===== config.mk =====
export PLATFORM = sky130hd
export DESIGN_NAME = mux8_sel_sequencer
export DESIGN_NICKNAME = d
export VERILOG_FILES = /design/src/rtl/mux8_sel_sequencer.sv
export SDC_FILE = /design/constraint.sdc
export NUM_CORES = 1
export LEC_CHECK = 0
export BUFFER_PORTS_ARGS = -buffer_cell sky130_fd_sc_hd__buf_2
export CAP_MARGIN = 25
export CORE_AREA = 2 2 57 59
export DETAILED_ROUTE_END_ITERATION = 8
export DIE_AREA = 0 0 59 61
export PLACE_DENSITY = 0.7
export SYNTH_ARGS = -nofsm -noshare
export SYNTH_HDL_FRONTEND = slang
export SYNTH_SLANG_ARGS = --single-unit

===== constraint.sdc =====
create_clock -name clk -period 4.9 [get_ports clk]
set_clock_uncertainty 0.1 [all_clocks]
set_input_delay 0.245 -clock clk [delete_from_list [all_inputs] [get_ports clk]]
set_output_delay 0.245 -clock clk [all_outputs]
set_load 0.05 [all_outputs]

===== src/rtl/mux8_sel_sequencer.sv =====
// mux8_sel_sequencer
//
// Parallel-to-serial front end for an 8:1 data-select mux. A byte is
// accepted over a valid/ready handshake and held on the mux data inputs.
// The 3-bit select then walks all eight positions, holding each one for
// HOLD_CYCLES clocks, so the mux output carries one serial bit per step.
//
// Parameters
//   HOLD_CYCLES : clocks each select value is held (1..256)
//   MSB_FIRST   : 0 = select order 0..7, 1 = select order 7..0
//
// Ports
//   clk        in   rising-edge clock
//   rst_n      in   asynchronous active-low reset
//   in_valid   in   upstream word available
//   in_ready   out  block can accept a word (decoded from state only)
//   in_data    in   word to serialise
//   mux_i      out  captured word, drives the mux data inputs
//   mux_s      out  select, drives the mux select inputs
//   bit_valid  out  mux output is a valid serial bit this cycle
//   bit_last   out  current step is the eighth and final step
//   done       out  one-cycle pulse after the frame ends

module mux8_sel_sequencer #(
    parameter int HOLD_CYCLES = 1,
    parameter bit MSB_FIRST   = 1'b0
) (
    input  logic       clk,
    input  logic       rst_n,
    input  logic       in_valid,
    output logic       in_ready,
    input  logic [7:0] in_data,
    output logic [7:0] mux_i,
    output logic [2:0] mux_s,
    output logic       bit_valid,
    output logic       bit_last,
    output logic       done
);

    typedef enum logic [1:0] {
        IDLE = 2'd0,
        RUN  = 2'd1,
        DONE = 2'd2
    } state_t;

    // HOLD_CYCLES = 256 wraps to a load value of 255 in the 8-bit counter.
    localparam logic [7:0] HOLD_LOAD = 8'(HOLD_CYCLES - 1);
    localparam logic [2:0] START_IDX = MSB_FIRST ? 3'd7 : 3'd0;

    state_t     r_state;
    state_t     w_state_nxt;
    logic [2:0] r_step;
    logic [2:0] w_step_nxt;
    logic [7:0] r_hold;
    logic [7:0] w_hold_nxt;
    logic       w_capture;

    logic [7:0] r_mux_i;
    logic [2:0] r_mux_s;
    logic       r_bit_valid;
    logic       r_bit_last;
    logic       r_done;

    logic [2:0] w_mux_s_nxt;
    logic       w_bit_valid_nxt;
    logic       w_bit_last_nxt;
    logic       w_done_nxt;

    // State and counter registers.
    always_ff @(posedge clk or negedge rst_n) begin
        if (!rst_n) begin
            r_state <= IDLE;
            r_step  <= 3'd0;
            r_hold  <= 8'd0;
        end else begin
            r_state <= w_state_nxt;
            r_step  <= w_step_nxt;
            r_hold  <= w_hold_nxt;
        end
    end

    // Next-state logic plus the next value of every registered output.
    // Outputs are derived from the next state so that they line up with
    // the state they describe once registered.
    always_comb begin
        w_state_nxt     = r_state;
        w_step_nxt      = r_step;
        w_hold_nxt      = r_hold;
        w_capture       = 1'b0;
        w_mux_s_nxt     = START_IDX;
        w_bit_valid_nxt = 1'b0;
        w_bit_last_nxt  = 1'b0;
        w_done_nxt      = 1'b0;

        case (r_state)
            IDLE: begin
                if (in_valid) begin
                    w_capture   = 1'b1;
                    w_state_nxt = RUN;
                    w_step_nxt  = 3'd0;
                    w_hold_nxt  = HOLD_LOAD;
                end
            end
            RUN: begin
                if (r_hold != 8'd0) begin
                    w_hold_nxt = r_hold - 8'd1;
                end else if (r_step != 3'd7) begin
                    w_step_nxt = r_step + 3'd1;
                    w_hold_nxt = HOLD_LOAD;
                end else begin
                    w_state_nxt = DONE;
                    w_step_nxt  = 3'd0;
                end
            end
            DONE: begin
                w_state_nxt = IDLE;
                w_step_nxt  = 3'd0;
                w_hold_nxt  = 8'd0;
            end
            default: begin
                w_state_nxt = IDLE;
                w_step_nxt  = 3'd0;
                w_hold_nxt  = 8'd0;
            end
        endcase

        if (w_state_nxt == RUN) begin
            // 7 - step is the bitwise inverse for a 3-bit value.
            w_mux_s_nxt     = MSB_FIRST ? ~w_step_nxt : w_step_nxt;
            w_bit_valid_nxt = 1'b1;
            w_bit_last_nxt  = (w_step_nxt == 3'd7);
        end
        w_done_nxt = (w_state_nxt == DONE);
    end

    // Registered outputs; mux_i only changes on an accepted word.
    always_ff @(posedge clk or negedge rst_n) begin
        if (!rst_n) begin
            r_mux_i     <= 8'd0;
            r_mux_s     <= START_IDX;
            r_bit_valid <= 1'b0;
            r_bit_last  <= 1'b0;
            r_done      <= 1'b0;
        end else begin
            if (w_capture) begin
                r_mux_i <= in_data;
            end
            r_mux_s     <= w_mux_s_nxt;
            r_bit_valid <= w_bit_valid_nxt;
            r_bit_last  <= w_bit_last_nxt;
            r_done      <= w_done_nxt;
        end
    end

    assign in_ready  = (r_state == IDLE);
    assign mux_i     = r_mux_i;
    assign mux_s     = r_mux_s;
    assign bit_valid = r_bit_valid;
    assign bit_last  = r_bit_last;
    assign done      = r_done;

endmodule


==> summary.md, run 1 <==
| Metric | Value |
|---|---|
| Synthesized net count | `between 100 and 150` |
| R2R Path Start | `r_hold[0]` |
| Hold Path End | `mux_i[5]` |
| Sink Count | `27` |
| Unrepaired setup endpoints after global routing | `no` |
| H-tree Lvls | `1` |
| Final wirelength | `2250 µm` |
| Final hold viol count | `0` |
| Worst-path clk slew | `~140 ps` |
| TritonCTS clock tree | `done` |
| Starting Density | `43.0%` |
| Hold/Removal Path Class | `input port to flop` |
| Metal1 wirelength | `1110 µm` |
| Final setup vio count | `0` |
| Slew @ Worst Pin | `about 680 ps` |
| Most area-consuming cells after synthesis | `dfrtp_1, mux2_2, ha_1, a21oi_1, o21ai_1` |
| Switching power | `approximately 270 µW` |
| Combinational share of power | `37.6%` |
| Critical path class | `flop to flop` |
| Final GP Congestion | `a little over 0.8` |
| Sequential area share after synthesis | `around 53%` |
| DP Wirelength | `1700 µm` |
| R2R depth | `6` |
| DR iter-0 viols | `14` |
| Pwr/cell area | `461 nW/µm²` |
| TritonRoute pass-1 iters | `3` |
| Most frequent cells in the layout | `dfrtp_1, buf_2, nor2_1, mux2_2, inv_1` |
| Max Cap Viol | `0` |
| P_int | `just over 400 µW` |
| Slew Viols, Final | `0` |
| Most common cell after layout, fill and taps aside | `dfrtp_1` |
| Netlist cell types | `36` |
| Top Metal Used | `met4` |
| Final setup TNS | `0 ps` |
| Worst skew pair latency | `about 330 ps` |
| Routed met3 length | `approximately 110 µm` |
| Startpoint Class | `flop` |
| Gate Count Post-Synth | `between 100 and 150` |
| Fillcell total | `roughly 260` |
| Die width | `59 µm` |
| Utilization after layout | `49.4%` |
| Root Buffer | `clkbuf_4` |
| Layout area overhead | `15.1%` |
| Routed Antenna Nets | `0` |
| Slew margin rel. | `54.6%` |
| WL per Instance | `between 10 and 15 µm` |
| Die Footprint | `around 3600 µm²` |
| Die height | `~60 µm` |
| DR DRC count | `0` |
| First-pass GRT wire length | `~3500 µm` |
| Synth warn | `0` |
| PortBufs | `25` |
| CTS Buffer Depth | `2` |
| Vias in the first global route | `817` |
| R2R setup slack | `roughly 2500 ps` |
| CP required | `just over 5000 ps` |
| Total GRT Usage | `between 10% and 20%` |
| Share of layout cells above drive strength 1 | `a little under two fifths` |
| FF+latch count, synth | `27` |
| Row count | `20` |
| Fmax | `roughly 430 MHz` |
| Power share of the sequential group | `between 40% and 50%` |
| Status | `completed` |
| Net Sw Frac | `39.4%` |
| Max VDD drop | `about 0.19 mV` |
| Mean Syn Cell Area | `between 10 and 15 µm²` |
| Nets | `around 150` |
| Hold depth | `2` |
| Critical path peak fanout | `15` |
| Antenna violations before repair | `0` |
| Io pins | `26` |
| Met2 routed WL | `about 1000 µm` |
| Clk pwr share | `around 15%` |
| CP endpoint kind | `flop` |
| Final period util | `about half` |
| Area of the multi-input gates | `around 550 µm²` |
| Post-synth top area cell | `dfrtp_1` |
| Largest net degree at the start of global routing | `28` |
| Grt total ovfl | `0` |
| Reg area | `a little under 700 µm²` |
| Post-layout minimum cycle time | `2350 ps` |
| Worst path arrival time | `2520 ps` |
| CTS resizes | `0` |
| Detailed-route via count | `around 900` |
| Hold path startpoint | `in_data[5]` |
| Final Non-Filler Cells | `168` |
| Synth top area share | `53.3%` |
| Clock buffer count from CTS | `3` |
| Post-Syn Area | `~1300 µm²` |
| Core Area | `between 2000 and 3000 µm²` |
| Antenna cells | `0` |
| Via density | `between 5 and 6` |
| Inst Count DP | `163` |
| Leak Pwr | `0.000682 µW` |
| R2R Path End | `r_hold[3]` |
==> routing by layer <==
metal  vias to the layer above  track usage (%)
li1                        448                -
met1                       428             17.0
met2                        26             21.1
met3                         5             2.13
met4                         0             6.17
met5                         -                0
==> cell usage after synthesis <==
master,number
clkbuf_1,1
nor3_4,1
or4_1,1
or2b_4,1
nor4_1,2
or4_2,3
a311oi_1,1
o21ai_1,6
nor4_4,1
nor3b_1,1
a22oi_1,2
or4_4,1
o31ai_1,4
and2_1,1
or3_1,2
mux2_2,8
nand3_1,1
nand4b_1,1
nand2b_1,1
nor2_1,8
nor4b_2,1
or3_2,3
ha_1,4
nand2_1,3
or3b_2,1
mux2i_1,1
nor2b_1,1
o21a_1,1
inv_1,7
a21oi_1,6
nor3_1,1
a22o_1,1
a311o_1,1
dfrtp_1,27
nor3_2,1
buf_6,1
==> final cells by class <==
cell class / count / share of cell area (%)
inverters: 7 / 1.80
multi-input cells: 71 / 37.8
repair buffers: 26 / 9.25
clock buffers: 3 / 1.54
flip-flops and latches: 27 / 46.3
well taps: 33 / 2.83
clock inverters: 1 / 0.514
==> power groups by stage <==
stage	Clock [µW]	Sequential, µW	Combinational, µW
3_5_place_dp	0	326	255
2_1_floorplan	0	364	154
5_1_grt	112	331	280
6_report	98.3	322	253
3_3_place_gp	0	323	246
4_1_cts	102	322	256
==> per-stage QoR <==
| stage | power (µW) | setup WS, ps | hold slack (ps) | cell area, µm² |
|---|---|---|---|---|
| finish | 673 | 2550 | 34.4 | 1460 |
| global route | 723 | 2340 | 16.2 | 1460 |
| CTS | 680 | 2520 | 29.4 | 1460 |
| detailed placement | 581 | 2570 | 181 | 1420 |
| global placement | 569 | 2650 | 170 | 1420 |
| floorplan | 518 | 2680 | -151 | 1270 |
==> sequential cells by signal, summed over array words and instances, names as in the netlist <==
name and count:
mux_i 8, r_hold 8, mux_s 3, r_step 3, r_state 2, bit_last 1, bit_valid 1, done 1
==> cells by family after synthesis <==
family | Yosys count | synth area share [%]
muxes | 9 | 7.89
adders and majority gates | 4 | 3.94
AOI/OAI and AO/OA | 22 | 11.0
DFF | 27 | 53.3
and+or+nand+nor | 36 | 20.6
buffers and inverters | 9 | 3.25
==> critical path, cell delays in order (launching register included) <==
cell and delay, ps:
dfrtp_1 430, inv_1 100, ha_1 160, or3b_2 530
nor4_4 610, o31ai_1 190, a21oi_1 170
==> worst max path at each step <==
| stage | end | slack [ps] | start | cells past startpoint |
|---|---|---|---|---|
| detailed placement | r_hold[3] | 2570 | r_hold[0] | 6 |
| CTS | r_hold[3] | 2520 | r_hold[0] | 6 |
| global placement | r_hold[4] | 2650 | r_hold[0] | 6 |
| global route | r_hold[3] | 2340 | r_hold[0] | 6 |
| floorplan | mux_i[0] | 2680 | r_state[0] | 4 |
| finish | r_hold[3] | 2550 | r_hold[0] | 6 |
==> repair_timing <==
item                       4_1_cts  5_1_grt
buffers inserted                 0        0
setup endpoints to repair        0        0
hold buffers                     1        0
hold endpoints to repair        27        0
(Power assumes the default switching activity.)
==> run 2, diff against run 1 <==
- PLACE_DENSITY: 0.7 -> 0.72
- clock period: 4.9 -> 2 ns (I/O delays scaled with it)
==> run 2 against run 1 <==
The run now ends with negative setup slack left. Total power rose to 2.8 times the previous value. First-iteration DRC count up 120%. Fmax up 17%. Critical path depth up 1. Critical path type unchanged.
==> summary.md, run 2 (synthesis gave the netlist of run 1 again) <==
| Metric | Value |
|---|---|
| Status | `complete, but fails checks` |
| Failing checks | `negative setup slack` |
| Final setup vio count | `2` |
| Post-layout minimum cycle time | `about 2000 ps` |
| P_int | `between 1000 and 1500 µW` |
| Critical path peak fanout | `11` |
| R2R Path End | `r_hold[4]` |
| Total GRT Usage | `16.2%` |
| Clk pwr share | `roughly an eighth` |
| Switching power | `about 730 µW` |
| Hold path startpoint | `in_valid` |
| Final hold viol count | `0` |
| PortBufs | `25` |
| Final period util | `101%` |
| Startpoint Class | `flop` |
| Io pins | `26` |
| Most frequent cells in the layout | `dfrtp_1, buf_2, buf_4` |
| WL per Instance | `around 14 µm` |
| CP required | `roughly 2200 ps` |
| Share of layout cells above drive strength 1 | `roughly half` |
| Net Sw Frac | `between 30% and 40%` |
| PnR worst setup slack | `-15.4 ps` |
| Nets | `178` |
| Hold depth | `4` |
| Unrepaired setup endpoints after global routing | `yes` |
| Final wirelength | `about 2700 µm` |
| Routed Antenna Nets | `0` |
| Die height | `approximately 61 µm` |
| Final setup TNS | `-22.8 ps` |
| Antenna cells | `0` |
| Via density | `between 5 and 6` |
| Slew @ Worst Pin | `591 ps` |
| TritonRoute pass-1 iters | `6` |
| H-tree Lvls | `1` |
| Sink Count | `27` |
| Die width | `a little under 60 µm` |
| Clock buffer count from CTS | `3` |
| Final GP Congestion | `~0.86` |
| Design Power | `about 1900 µW` |
| Combinational share of power | `about half` |
| DR iter-0 viols | `31` |
| Post-place instance area | `~1600 µm²` |
| Slew margin rel. | `between 60% and 70%` |
| Leak Pwr | `roughly 0.00082 µW` |
| Core Area | `between 2000 and 3000 µm²` |
| Worst path arrival time | `~2200 ps` |
| Worst-path clk slew | `around 150 ps` |
| Largest net degree at the start of global routing | `28` |
| Slew Viols, Final | `0` |
| R2R Path Start | `r_hold[0]` |
| R2R setup slack | `-20 ps` |
| Starting Density | `about 43%` |
| Hold/Removal Path Class | `input port to flop` |
| R2R depth | `7` |
| Hold Path End | `r_hold[0]` |
| Fmax | `roughly 500 MHz` |
| Root Buffer | `clkbuf_4` |
| Die Footprint | `3600 µm²` |
| DP Wirelength | `around 2000 µm` |
| Layout area overhead | `36.0%` |
| Max VDD drop | `between 0.5 and 0.6 mV` |
| Detailed-route via count | `1060` |
| Row count | `20` |
| Worst skew pair latency | `approximately 310 ps` |
| Utilization after layout | `around three fifths` |
| Most common cell after layout, fill and taps aside | `dfrtp_1` |
| TritonCTS clock tree | `done` |
| Max Cap Viol | `0` |
| Power share of the sequential group | `40.0%` |
| Design area | `1730 µm²` |
| Critical path class | `flop to flop` |
| Pre-CTS setup slack | `-134 ps` |
| Grt total ovfl | `0` |
| DR DRC count | `0` |
| CTS Buffer Depth | `2` |
| Vias in the first global route | `about 1100` |
| CP endpoint kind | `flop` |
| First-pass GRT wire length | `4410 µm` |
| Antenna violations before repair | `0` |
| Fillcell total | `~250` |
| Pwr/cell area | `between 1000 and 1500 nW/µm²` |
[run 2: per-stage QoR]
step | hold WS (ps) | std cells
2_1_floorplan | -296 | 107
3_3_place_gp | 28.3 | 181
3_5_place_dp | 34.9 | 181
4_1_cts | 92.5 | 195
5_1_grt | 119 | 195
6_report | 103 | 195
[run 2: final cells by class]
class | count | area (µm²) | area share [%]
flip-flops and latches | 27 | 676 | 39.2
multi-input cells | 71 | 594 | 34.4
repair buffers | 53 | 362 | 21.0
well taps | 33 | 41.3 | 2.39
clock buffers | 4 | 26.3 | 1.52
inverters | 7 | 26.3 | 1.52
[run 2: power by group through the flow]
stage / logic [µW] / registers, µW / clock network [µW]
after global routing: 1010 / 778 / 254
after detailed placement: 845 / 775 / 0
after CTS: 902 / 764 / 239
final: 922 / 765 / 225
after global placement: 813 / 764 / 0
after floorplan: 378 / 892 / 0
[run 2: critical path, stage by stage (launching register included)]
cell	delay [ps]
dfrtp_1	370
inv_1	60
ha_2	180
or3b_4	280
nor4_4	50
buf_6	140
or4_2	650
a21oi_2	130
[run 2: metal layers]
metal | part of all wire [%] | GRT usage, % | wire length [µm]
met5 | 0 | 0 | 0
met4 | 2.7 | 8.77 | 72
met3 | 4.2 | 1.92 | 113
met2 | 52 | 31.6 | 1410
met1 | 41 | 16.9 | 1100
[run 2: timing repair]
| item | in CTS | in global routing |
|---|---|---|
| hold endpoints to repair | 35 | 0 |
| gates resized for setup | 10 | 3 |
| pin swaps | 4 | 0 |
| hold buffers | 9 | 0 |
| setup endpoints to repair | 11 | 6 |
| setup buffers | 3 | 0 |
[run 2: worst max-delay path by stage]
stage / startpoint / endpoint / slack, ps / cells after the start
6_report: r_hold[0] / r_hold[4] / -20 / 7
4_1_cts: r_hold[0] / r_hold[4] / 2 / 7
3_5_place_dp: r_hold[0] / r_hold[7] / -130 / 7
2_1_floorplan: r_hold[0] / r_hold[2] / 20 / 7
5_1_grt: r_hold[3] / r_hold[2] / -90 / 6
3_3_place_gp: r_hold[0] / r_hold[7] / -10 / 7
